## src/rtl/ahb_addr_decoder.sv

```systemverilog
// AHB-Lite address decoder: one-hot address-phase selects, registered data-phase
// mux index, and a built-in default slave that answers unmapped transfers with ERROR.
module ahb_addr_decoder #(
    parameter int ADDR_WIDTH = 32,
    parameter int HSLV_NUM   = 5,
    parameter int SLV_CNT    = 4,
    parameter int DEF_SLV    = 31,
    parameter logic [SLV_CNT*ADDR_WIDTH-1:0] SLV_BASE =
        {32'h3000_0000, 32'h2000_0000, 32'h1000_0000, 32'h0000_0000},
    parameter logic [SLV_CNT*ADDR_WIDTH-1:0] SLV_MASK = {4{32'hF000_0000}}
) (
    input  logic                  hclk,
    input  logic                  hreset,
    input  logic [ADDR_WIDTH-1:0] haddr,
    input  logic [1:0]            htrans,
    input  logic                  hready,
    output logic [SLV_CNT-1:0]    hsel_oh,
    output logic [HSLV_NUM-1:0]   hsel_dp,
    output logic                  def_hready,
    output logic                  def_hresp,
    output logic                  def_hexokay,
    output logic [31:0]           def_hrdata,
    output logic [7:0]            err_cnt,
    output logic [1:0]            dbg_state
);

    localparam logic [HSLV_NUM-1:0] DEF_IDX = HSLV_NUM'(DEF_SLV);

    typedef enum logic [1:0] {
        ST_IDLE = 2'd0,
        ST_ERR1 = 2'd1,
        ST_ERR2 = 2'd2
    } def_state_e;

    def_state_e            state_q;
    logic [HSLV_NUM-1:0]   hsel_dp_q;
    logic [HSLV_NUM-1:0]   hsel_dp_d;
    logic                  def_hready_q;
    logic                  def_hresp_q;
    logic [7:0]            err_cnt_q;
    logic [7:0]            err_cnt_d;

    logic                  hit;
    logic [HSLV_NUM-1:0]   addr_idx;
    logic [SLV_CNT-1:0]    oh;
    logic                  err_start;
    logic                  unused_htrans;

    // Scan from the top index down so the lowest matching slave overrides the rest.
    always_comb begin
        hit      = 1'b0;
        addr_idx = DEF_IDX;
        oh       = '0;
        for (int i = SLV_CNT - 1; i >= 0; i--) begin
            if ((haddr & SLV_MASK[i*ADDR_WIDTH +: ADDR_WIDTH]) ==
                SLV_BASE[i*ADDR_WIDTH +: ADDR_WIDTH]) begin
                hit      = 1'b1;
                addr_idx = HSLV_NUM'(i);
                oh       = '0;
                oh[i]    = 1'b1;
            end
        end
    end

    // Only NONSEQ/SEQ (htrans[1]) to an unmapped address earns an ERROR.
    assign err_start     = hready & htrans[1] & ~hit;
    assign unused_htrans = htrans[0];

    assign hsel_dp_d = hready ? addr_idx : hsel_dp_q;
    assign err_cnt_d = (err_cnt_q == 8'hFF) ? err_cnt_q : err_cnt_q + 8'd1;

    always_ff @(posedge hclk or posedge hreset) begin
        if (hreset) begin
            state_q      <= ST_IDLE;
            hsel_dp_q    <= DEF_IDX;
            def_hready_q <= 1'b1;
            def_hresp_q  <= 1'b0;
            err_cnt_q    <= 8'd0;
        end else begin
            hsel_dp_q <= hsel_dp_d;
            case (state_q)
                ST_IDLE, ST_ERR2: begin
                    if (err_start) begin
                        state_q      <= ST_ERR1;
                        def_hready_q <= 1'b0;
                        def_hresp_q  <= 1'b1;
                        err_cnt_q    <= err_cnt_d;
                    end else begin
                        state_q      <= ST_IDLE;
                        def_hready_q <= 1'b1;
                        def_hresp_q  <= 1'b0;
                    end
                end
                ST_ERR1: begin
                    state_q      <= ST_ERR2;
                    def_hready_q <= 1'b1;
                    def_hresp_q  <= 1'b1;
                end
                default: begin
                    state_q      <= ST_IDLE;
                    def_hready_q <= 1'b1;
                    def_hresp_q  <= 1'b0;
                end
            endcase
        end
    end

    assign hsel_oh     = oh;
    assign hsel_dp     = hsel_dp_q;
    assign def_hready  = def_hready_q;
    assign def_hresp   = def_hresp_q;
    assign def_hexokay = 1'b0;
    assign def_hrdata  = 32'd0;
    assign err_cnt     = err_cnt_q;
    assign dbg_state   = state_q;

endmodule

```

## config.mk

```make
export PLATFORM = sky130hd
export DESIGN_NAME = ahb_addr_decoder
export DESIGN_NICKNAME = d
export VERILOG_FILES = /design/src/rtl/ahb_addr_decoder.sv
export SDC_FILE = /design/constraint.sdc
export NUM_CORES = 1
export LEC_CHECK = 0
export ABC_CLOCK_PERIOD_IN_PS = 4400
export BUFFER_PORTS_ARGS = -buffer_cell sky130_fd_sc_hd__buf_2
export CORE_AREA = 5 5 51 64
export DETAILED_ROUTE_END_ITERATION = 8
export DIE_AREA = 0 0 56 69
export PLACE_DENSITY_LB_ADDON = 0.1
export SKIP_CTS_REPAIR_TIMING = 1
export SYNTH_ARGS = -nofsm -noshare
export SYNTH_HDL_FRONTEND = slang
export SYNTH_SLANG_ARGS = --single-unit
```

## constraint.sdc

```tcl
create_clock -name hclk -period 4.4 [get_ports hclk]
set_input_delay 0.66 -clock hclk [delete_from_list [all_inputs] [get_ports hclk]]
set_output_delay 0.66 -clock hclk [all_outputs]
set_load 0.1 [all_outputs]
```

==> summary.md, run 1 <==
| Metric | Value |
|---|---|
| Status | finished, final reports clean |
| I/O pin count | 91 |
| Post-synth EDFFs | 0 |
| Post-Synth Simple-Gate Area | 0.196 |
| Starting DRC count in detailed routing | 5 |
| Port Buffers | 28 |
| Static leakage | between 0.5 and 0.6 nW |
| Root Driver | clkbuf_4 |
| Tot GR Track Use | 0.0896 |
| Main combinational cell family by area after synthesis | buffers and inverters |
| Crit Reg-Reg Endpoint | err_cnt[5]$_DFFE_PP0P_ |
| Post-synthesis compound-gate area fraction | 0.0378 |
| Worst Path Max Fanout | 4 |
| ANT nets after route | 0 |
| Final hold vios | 0 |
| Worst EP arrival | ~1700 ps |
| Area share of fa/ha/maj cells after synthesis | 0.0130 |
| Depth of the most critical reg-to-reg path | 4 |
| RD Place Congestion | a little over 0.8 |
| Post-Route WL | roughly 1800 µm |
| Async S/R FF share, synth | 1.00 |
| Antenna cells | 0 |
| Die width | about 56 µm |
| Seq/Total Area, Yosys | 0.396 |
| DR DRC count | 0 |
| Die H | 69 µm |
| Maximum vdd ir drop | 0.513 mV |
| Drt first pass iters | 2 |
| Largest net degree at the start of global routing | 16 |
| CP Launch Type | input port |
| GR Overflow Total | 0 |
| Max Clk Rate | ~420 MHz |
| Rows | 21 |
| Layout Nets | between 150 and 200 |
| Post-Synth XOR/XNOR Area | 0.00913 |
| Setup Crit Path Kind | input port to output port |
| Max-cap violations | 0 |
| Final period util | 0.544 |
| Most common cell after layout, fill and taps aside | conb_1 |
| Vias per cell | 4.22 |
| Number of global-route vias before repair | 653 |
| Worst-Skew Late Latency | roughly 280 ps |
| Slew at the pin closest to its max-slew limit | around 580 ps |
| RSZ-0062 raised after global routing | false |
| Pwr dens | about 680 nW/µm² |
| R2R Path Start | dbg_state[0]$_DFF_PP0_ |
| Setup TNS | 0 ps |
| Worst reg2reg setup slack | 2720 ps |
| Post-synthesis register bit count | 15 |
| CP endpoint kind | output port |
| CTS tree | built |
| Syn. warnings | 0 |
| Period minus WS final | approximately 2400 ps |
| Synth Area per Inst | about 9.6 µm² |
| Die area | 3860 µm² |
| Most frequent cells in the layout | 33 x conb_1, 28 x buf_2, 11 x dfrtp_1 |
| First-pass GRT wire length | approximately 2900 µm |
| Via Count | slightly below 700 |
| Yosys cell types | 29 |
| Final setup margin | between 2000 and 2500 ps |
| Mapped Area | between 900 and 1000 µm² |
| Routed len/inst | 11.1 µm |
| Ys flop type | dfrtp_1 |
| Synth-to-Final Area Change | 6.91% |
| Worst slack at placement | 1990 ps |
| Core Area | between 2000 and 3000 µm² |
| Worst-path clk slew | ~90 ps |
| Longest Clk Path Bufs | 2 |
| Hold Path Class | input port to async pin |
| Antenna violations before repair | 0 |
| Post-synthesis instance total | 100 |
| Clock sink count | 15 |
| # setup viols final | 0 |
| Initial core utilization | 0.369 |
| Post-synthesis mux area share | 0.0626 |
| Worst hold slack | 422 ps |
| Share of layout cells above drive strength 1 | 0.357 |
| Slew HR | 0.616 |
| Required time worst endpoint | around 3700 ps |
| Final Skew | ~6.7 ps |
| Final Max Tran Viols | 0 |
| Num CTS Buffers | 3 |
| Post-DP HPWL | around 1400 µm |
| Htree depth | 1 |
## cell families (layout without fill, tap and decap cells)
group           Yosys count  after routing
flops                    15             15
mux                       5              5
compound gates            7              7
buf+inv                  37             34
xor+xnor                  1              1
fa+ha+maj                 1              1
simple gates             33             33
other cells               1             33
## state kept, by name, summed over array words and instances, names as in the netlist
name        cells
dbg_state       2
def_hready      1
def_hresp       1
err_cnt         8
hsel_dp         3
## routing by layer
| layer | GRT usage | wire [µm] |
|---|---|---|
| met5 | 0 | 0 |
| met4 | 0.0475 | 19 |
| met3 | 0.0299 | 218 |
| met1 | 0.104 | 729 |
| met2 | 0.144 | 838 |
## synth_stat cells, drive strengths merged, types with 2 or more instances
library cell | number | area, µm²
and3 | 2 | 13.8
buf | 35 | 263
nor3 | 4 | 31.3
nand2 | 8 | 32.5
dfrtp | 11 | 275
nor2 | 5 | 18.8
a21oi | 6 | 30.0
inv | 2 | 7.50
nand3 | 3 | 15.0
dfstp | 4 | 105
nand4 | 3 | 18.8
mux2 | 5 | 60.1
## worst max-delay path by stage
stage	from	end	slack [ps]	cells past startpoint
final	haddr[31]	hsel_oh[2]	2010	5
after global routing	haddr[31]	hsel_oh[2]	1930	5
after CTS	haddr[31]	hsel_oh[2]	2000	5
after detailed placement	haddr[31]	hsel_oh[2]	1990	5
after global placement	haddr[31]	hsel_oh[3]	2030	4
after floorplan	haddr[28]	hsel_oh[0]	120	1
## critical path, stage by stage
cell and delay (ps):
buf_2 120, nor2_1 330, nand2_1 100, nor2_1 90, buf_2 430
## layout make-up
class                           instances  area (µm²)
Clock buffer                            4        26.3
Fill cell                             280        1580
Inverter                                2        7.51
Multi-Input combinational cell         80         429
Sequential cell                        15         380
Tap cell                               34        42.5
Timing Repair Buffer                   28         140
## metrics by stage
step | std cells | util | power [mW] | area [µm²]
2_1_floorplan | 132 | - | 0.599 | 1080
3_3_place_gp | 159 | 0.384 | 0.624 | 1000
3_5_place_dp | 159 | 0.384 | 0.628 | 1000
4_1_cts | 163 | 0.394 | 0.706 | 1030
5_1_grt | 163 | 0.394 | 0.730 | 1030
6_report | 163 | 0.394 | 0.701 | 1030
## report_power, final
group          total [mW]  internal, mW  switching [mW]
Clock              0.0768        0.0351          0.0417
Combinational       0.426        0.0502           0.375
Sequential          0.198         0.165          0.0330
Power figures use the tool's default switching activity.
==> run 2, diff against run 1 <==
ABC_AREA = 1   (was unset)
ABC_CLOCK_PERIOD_IN_PS = 2000   (was 4400)
CORE_AREA = 5 5 56 71   (was 5 5 51 64)
DIE_AREA = 0 0 61 76   (was 0 0 56 69)
clock period = 2 ns   (was 4.4 ns; I/O delays follow)
==> run 2 against run 1 <==
Effect of this change: largest cell class unchanged; cell count increased by 27%; global-route usage increased by 0.26 points; clock power increased to 3.1 times the previous value; synthesized cell count increased by 39%.
==> summary.md, run 2 <==
| Metric | Value |
|---|---|
| First-pass GRT wire length | between 3000 and 4000 µm |
| Post-synthesis instance total | between 100 and 150 |
| Post-DP HPWL | roughly 1700 µm |
| Tot Pwr | approximately 1.4 mW |
| Async S/R FF share, synth | 1.00 |
| Largest register FFs | 8 |
| Clock sink count | 15 |
| Htree depth | 1 |
| Layout Nets | just over 200 |
| Antenna violations before repair | 0 |
| Post-Synth Simple-Gate Area | 0.274 |
| Slew HR | 0.606 |
| CP top delay family | flip-flops |
| Area contributors post-synth | dfrtp_1 26%, buf_4 25%, nand2_1 15%, dfstp_2 10%, inv_1 3.2% |
| Via Count | 785 |
| Period minus WS final | about 1500 ps |
| Synth-to-Final Area Change | 8.65% |
| I/O pin count | ~90 |
| Post-Synth XOR/XNOR Area | 0.0249 |
| CP Launch Type | flop |
| Pwr dens | between 1000 and 1500 nW/µm² |
| Post-synthesis register bit count | 15 |
| # setup viols final | 0 |
| Final hold vios | 0 |
| Worst path slowest cell | dfstp_2 |
| Max-cap violations | 0 |
| Synth Area per Inst | 7.60 µm² |
| RSZ-0062 raised after global routing | false |
| Crit path cell chain | buf_2 |
| Worst EP arrival | between 1000 and 1500 ps |
| DR DRC count | 0 |
| Cell taking the most area after synthesis | dfrtp_1 |
| Die H | 76 µm |
| Port Buffers | 28 |
| Tot GR Track Use | 0.0922 |
| Vias per cell | 3.79 |
| Most common cell after layout, fill and taps aside | nand2_1 |
| Worst-Skew Late Latency | around 240 ps |
| Yosys cell types | 20 |
| Buf+Inv Stages, Crit Path | 1 |
| Most frequent cells in the layout | 42 x nand2_1, 33 x conb_1, 28 x buf_2 |
| GR Overflow Total | 0 |
| Count leader, synth | nand2_1 |
| Ys flop type | dfrtp_1 |
| Antenna cells | 0 |
| Max Clk Rate | roughly 660 MHz |
| Number of global-route vias before repair | slightly below 800 |
| Hold Path Class | input port to async pin |
| Routed len/inst | ~9.8 µm |
| Max incr delay on CP | 540 ps |
| Starting DRC count in detailed routing | 14 |
| Final Max Tran Viols | 0 |
| Drt first pass iters | 2 |
| Slew at the pin closest to its max-slew limit | 590 ps |
| Post-synth EDFFs | 0 |
| Num CTS Buffers | 3 |
| Largest net degree at the start of global routing | 16 |
| Core Area | around 3300 µm² |
| RD Place Congestion | 0.744 |
| Syn. warnings | 0 |
| Post-route cell area | roughly 1100 µm² |
| CP endpoint kind | output port |
| Status | finished, final reports clean |
| Seq/Total Area, Yosys | 0.360 |
| Setup Crit Path Kind | flop to output port |
| Final Skew | between 3 and 4 ps |
| Static leakage | between 0.6 and 0.7 nW |
| Synth top area share | 0.261 |
| Top cells by count, synth | 42 x nand2_1, 35 x buf_4, 11 x dfrtp_1 |
| Die width | about 61 µm |
| ANT nets after route | 0 |
| Worst Path Max Fanout | 4 |
| Maximum vdd ir drop | around 0.82 mV |
| Mapped Area | around 1100 µm² |
| Main combinational cell family by area after synthesis | buffers and inverters |
| Post-Route WL | between 2000 and 2500 µm |
| Post-synthesis compound-gate area fraction | 0.0237 |
| Die area | approximately 4600 µm² |
| CTS tree | built |
| Final period util | 0.754 |
| Root Driver | clkbuf_8 |
| Longest Clk Path Bufs | 2 |
| Area share of fa/ha/maj cells after synthesis | 0.0118 |
| Share of layout cells above drive strength 1 | 0.280 |
| Post-synthesis mux area share | 0 |
| Initial core utilization | 0.320 |
| Rows | 24 |
| Worst-path clk slew | approximately 60 ps |
| Required time worst endpoint | 1700 ps |
| DP Area | 1100 µm² |
[run 2: cell types whose count changed in the layout (fill, tap and decap cells not counted), sizes merged, moves of 2 or more]
cell    before  now
o21ai        0    5
clkinv       0    2
a21oi        6    0
inv          2   13
nor2         5   10
nand2        8   45
and3         2    0
mux2         5    0
nand3        3    5
nand4        3    0
[run 2: worst paths after layout]
path	startpoint	end	slack, ps	cells after the start
setup / recovery	hsel_dp[3]$_DFFE_PP1P_	hsel_dp[4]	490	1
hold / removal	hreset	err_cnt[7]$_DFFE_PP0P_	110	2
setup reg to reg	err_cnt[0]$_DFFE_PP0P_	err_cnt[0]$_DFFE_PP0P_	610	6
hold reg to reg	dbg_state[1]$_DFF_PP0_	dbg_state[1]$_DFF_PP0_	440	1
max in group asynchronous	hreset	dbg_state[0]$_DFF_PP0_	1500	2
min in group hclk	hready	def_hready$_DFF_PP1_	310	2
[run 2: cell families (layout without fill, tap and decap cells)]
family,Yosys count,count (layout)
xor gates and xnor gates,3,3
DFF,15,15
adders and majority gates,1,1
AOI/OAI and AO/OA,5,5
buffers and inverters,50,47
and+or+nand+nor,64,64
other,1,33
[run 2: report_power, final]
part | switching, mW | leakage, nW | total (mW) | internal [mW]
clock network | 0.0978 | 0.0228 | 0.238 | 0.141
registers | 0.0531 | 0.189 | 0.404 | 0.351
logic | 0.722 | 0.457 | 0.806 | 0.0839
[run 2: cell type report]
type	instances	area (µm²)
Clock buffer	4	45.0
Fill cell	372	2160
Inverter	15	56.3
Multi-Input combinational cell	106	477
Sequential cell	15	380
Tap cell	39	48.8
Timing Repair Buffer	28	140
[run 2: routing by layer]
metal | GRT usage | vias up | part of all wire
li1 | - | 408 | -
met4 | 0.0325 | 0 | 0.0049
met1 | 0.0998 | 342 | 0.40
met3 | 0.0237 | 2 | 0.12
met5 | 0 | - | 0
met2 | 0.165 | 33 | 0.48
[run 2: per-stage QoR]
step	utilization	std cells	setup slack [ps]	hold slack (ps)	setup TNS (ps)
after floorplan	-	171	-775	199	-3100
after global placement	0.334	203	589	392	0
after detailed placement	0.334	203	552	399	0
after CTS	0.347	207	476	135	0
after global routing	0.347	207	455	179	0
final	0.347	207	493	114	0
==> run 3, diff against run 2 <==
ABC_CLOCK_PERIOD_IN_PS = 1380   (was 2000)
clock period = 1.38 ns   (was 2 ns; I/O delays follow)
==> run 3 against run 2 <==
Effect of this change: routed wire length increased by 7.7%; sequential power up 60%; final area is 28% higher; first-iteration DRC count shrank 29%; global-route usage increased by 0.86 points; critical path type unchanged; sequential share of layout area down 5.9 points; via count grew 0.89%; sequential cell count is the same; register-to-register slack got worse by 500 ps.
==> summary.md, run 3 (synthesized netlist as in run 2, its figures left out) <==
| Metric | Value |
|---|---|
| Hold Path Class | input port to async pin |
| Final Max Tran Viols | 0 |
| Starting DRC count in detailed routing | 10 |
| Max-cap violations | 0 |
| Max Clk Rate | 769 MHz |
| Die width | ~60 µm |
| Final period util | 0.943 |
| Core Area | between 3000 and 4000 µm² |
| Via Count | 792 |
| GR Overflow Total | 0 |
| CTS tree | built |
| Switching share of power | 0.548 |
| Largest register FFs | 8 |
| ANT nets after route | 0 |
| Worst-Skew Late Latency | between 200 and 300 ps |
| Num CTS Buffers | 3 |
| Final hold vios | 0 |
| Die H | between 70 and 80 µm |
| Htree depth | 1 |
| Flop pwr share | 0.262 |
| Int Power | around 1.1 mW |
| Tot Pwr | around 2.5 mW |
| Antenna cells | 0 |
| CP top delay family | flip-flops |
| Pwr dens | between 1500 and 2000 nW/µm² |
| Slew HR | 0.618 |
| Worst Path Max Fanout | 4 |
| Status | finished, final reports clean |
| Comb pwr share | 0.593 |
| Static leakage | between 0.7 and 0.8 nW |
| Placed Instances | 203 |
| Crit path cell chain | buf_12 |
| # setup viols final | 0 |
| Most common cell after layout, fill and taps aside | nand2_1 |
| CP Launch Type | flop |
| CP endpoint kind | output port |
| Longest Clk Path Bufs | 2 |
| Synth-to-Final Area Change | 39.1% |
| Largest net degree at the start of global routing | 16 |
| Sw Pwr | roughly 1.4 mW |
| DR DRC count | 0 |
| Post-Route WL | ~2200 µm |
| Number of global-route vias before repair | 777 |
| Clock sink count | 15 |
| Post-DP HPWL | around 1800 µm |
| RSZ-0062 raised after global routing | true |
| I/O pin count | 91 |
| Most frequent cells in the layout | 42 x nand2_1, 33 x conb_1, 15 x buf_12 |
| Max incr delay on CP | about 670 ps |
| Initial core utilization | 0.320 |
| Worst path slowest cell | dfstp_4 |
| Slew at the pin closest to its max-slew limit | about 570 ps |
| Drt first pass iters | 3 |
| Vias per cell | around 3.8 |
| RD Place Congestion | 0.795 |
| Setup Crit Path Kind | flop to output port |
| Required time worst endpoint | roughly 1200 ps |
| Worst EP arrival | 1090 ps |
| Buf+Inv Stages, Crit Path | 1 |
| Final Skew | approximately 1.6 ps |
| Port Buffers | 28 |
| Layout Nets | 210 |
| Antenna violations before repair | 0 |
| Period minus WS final | 1300 ps |
| Routed len/inst | roughly 10 µm |
| Post-Layout Cell Count | 210 |
| Tot GR Track Use | 0.101 |
| Root Driver | clkbuf_8 |
| Clk pwr share | 0.145 |
| First-pass GRT wire length | 3610 µm |
| Share of layout cells above drive strength 1 | 0.386 |
| Die area | approximately 4600 µm² |
| Worst-path clk slew | about 60 ps |
| Rows | 24 |
| Maximum vdd ir drop | approximately 1.3 mV |
| Worst hold slack | between 6 and 7 ps |
-- run 3: changes by cell type in the layout (fill, tap and decap cells not counted), sizes merged --
| cell | previous run | this run |
|---|---|---|
| buf | 28 | 31 |
-- run 3: cell type report --
type	count	area, µm²
sequential	15	400
multi-input combinational	106	529
tap	39	48.8
inverter	15	57.6
fill	346	1830
clock buffer	4	45.0
timing repair buffer	31	388
-- run 3: worst paths after layout --
check	from	end	slack (ps)	cells past startpoint
max in group asynchronous	hreset	err_cnt[0]$_DFFE_PP0P_	950	2
worst min-delay path	hreset	dbg_state[1]$_DFF_PP0_	7	2
min in group hclk	htrans[1]	dbg_state[0]$_DFF_PP0_	220	3
worst max register to register	err_cnt[1]$_DFFE_PP0P_	err_cnt[4]$_DFFE_PP0P_	110	6
worst max-delay path	hsel_dp[3]$_DFFE_PP1P_	hsel_dp[4]	80	1
worst min register to register	dbg_state[1]$_DFF_PP0_	dbg_state[1]$_DFF_PP0_	440	1
-- run 3: layer usage --
metal  GRT usage  part of all wire  vias up
li1            -                 -      416
met1       0.119              0.40      340
met2       0.171              0.51       32
met3      0.0169             0.079        4
met4      0.0456             0.011        0
met5           0                 0        -
-- run 3: worst register-to-register path, stage by stage (launching register included) --
cell	delay [ps]
dfrtp_4	500
ha_4	180
nand3_4	120
nor2_4	60
nor2_4	180
nand2_1	90
nand2_1	70
-- run 3: metrics by stage --
stage                      util  worst slack, ps  TNS, ps  cell area [µm²]
final                     0.445             79.3        0             1470
after global routing      0.445            -4.84    -4.84             1470
after CTS                 0.438             43.9        0             1450
after detailed placement  0.424             63.7        0             1400
after global placement    0.424             78.4        0             1400
after floorplan               -             -354    -1430             1250
-- run 3: power by group through the flow --
| stage | logic [mW] | clock network, mW | registers, mW |
|---|---|---|---|
| CTS | 1.40 | 0.374 | 0.675 |
| detailed placement | 1.40 | 0 | 0.680 |
| global placement | 1.39 | 0 | 0.679 |
| finish | 1.47 | 0.358 | 0.648 |
| floorplan | 0.693 | 0 | 1.09 |
| global route | 1.52 | 0.395 | 0.660 |
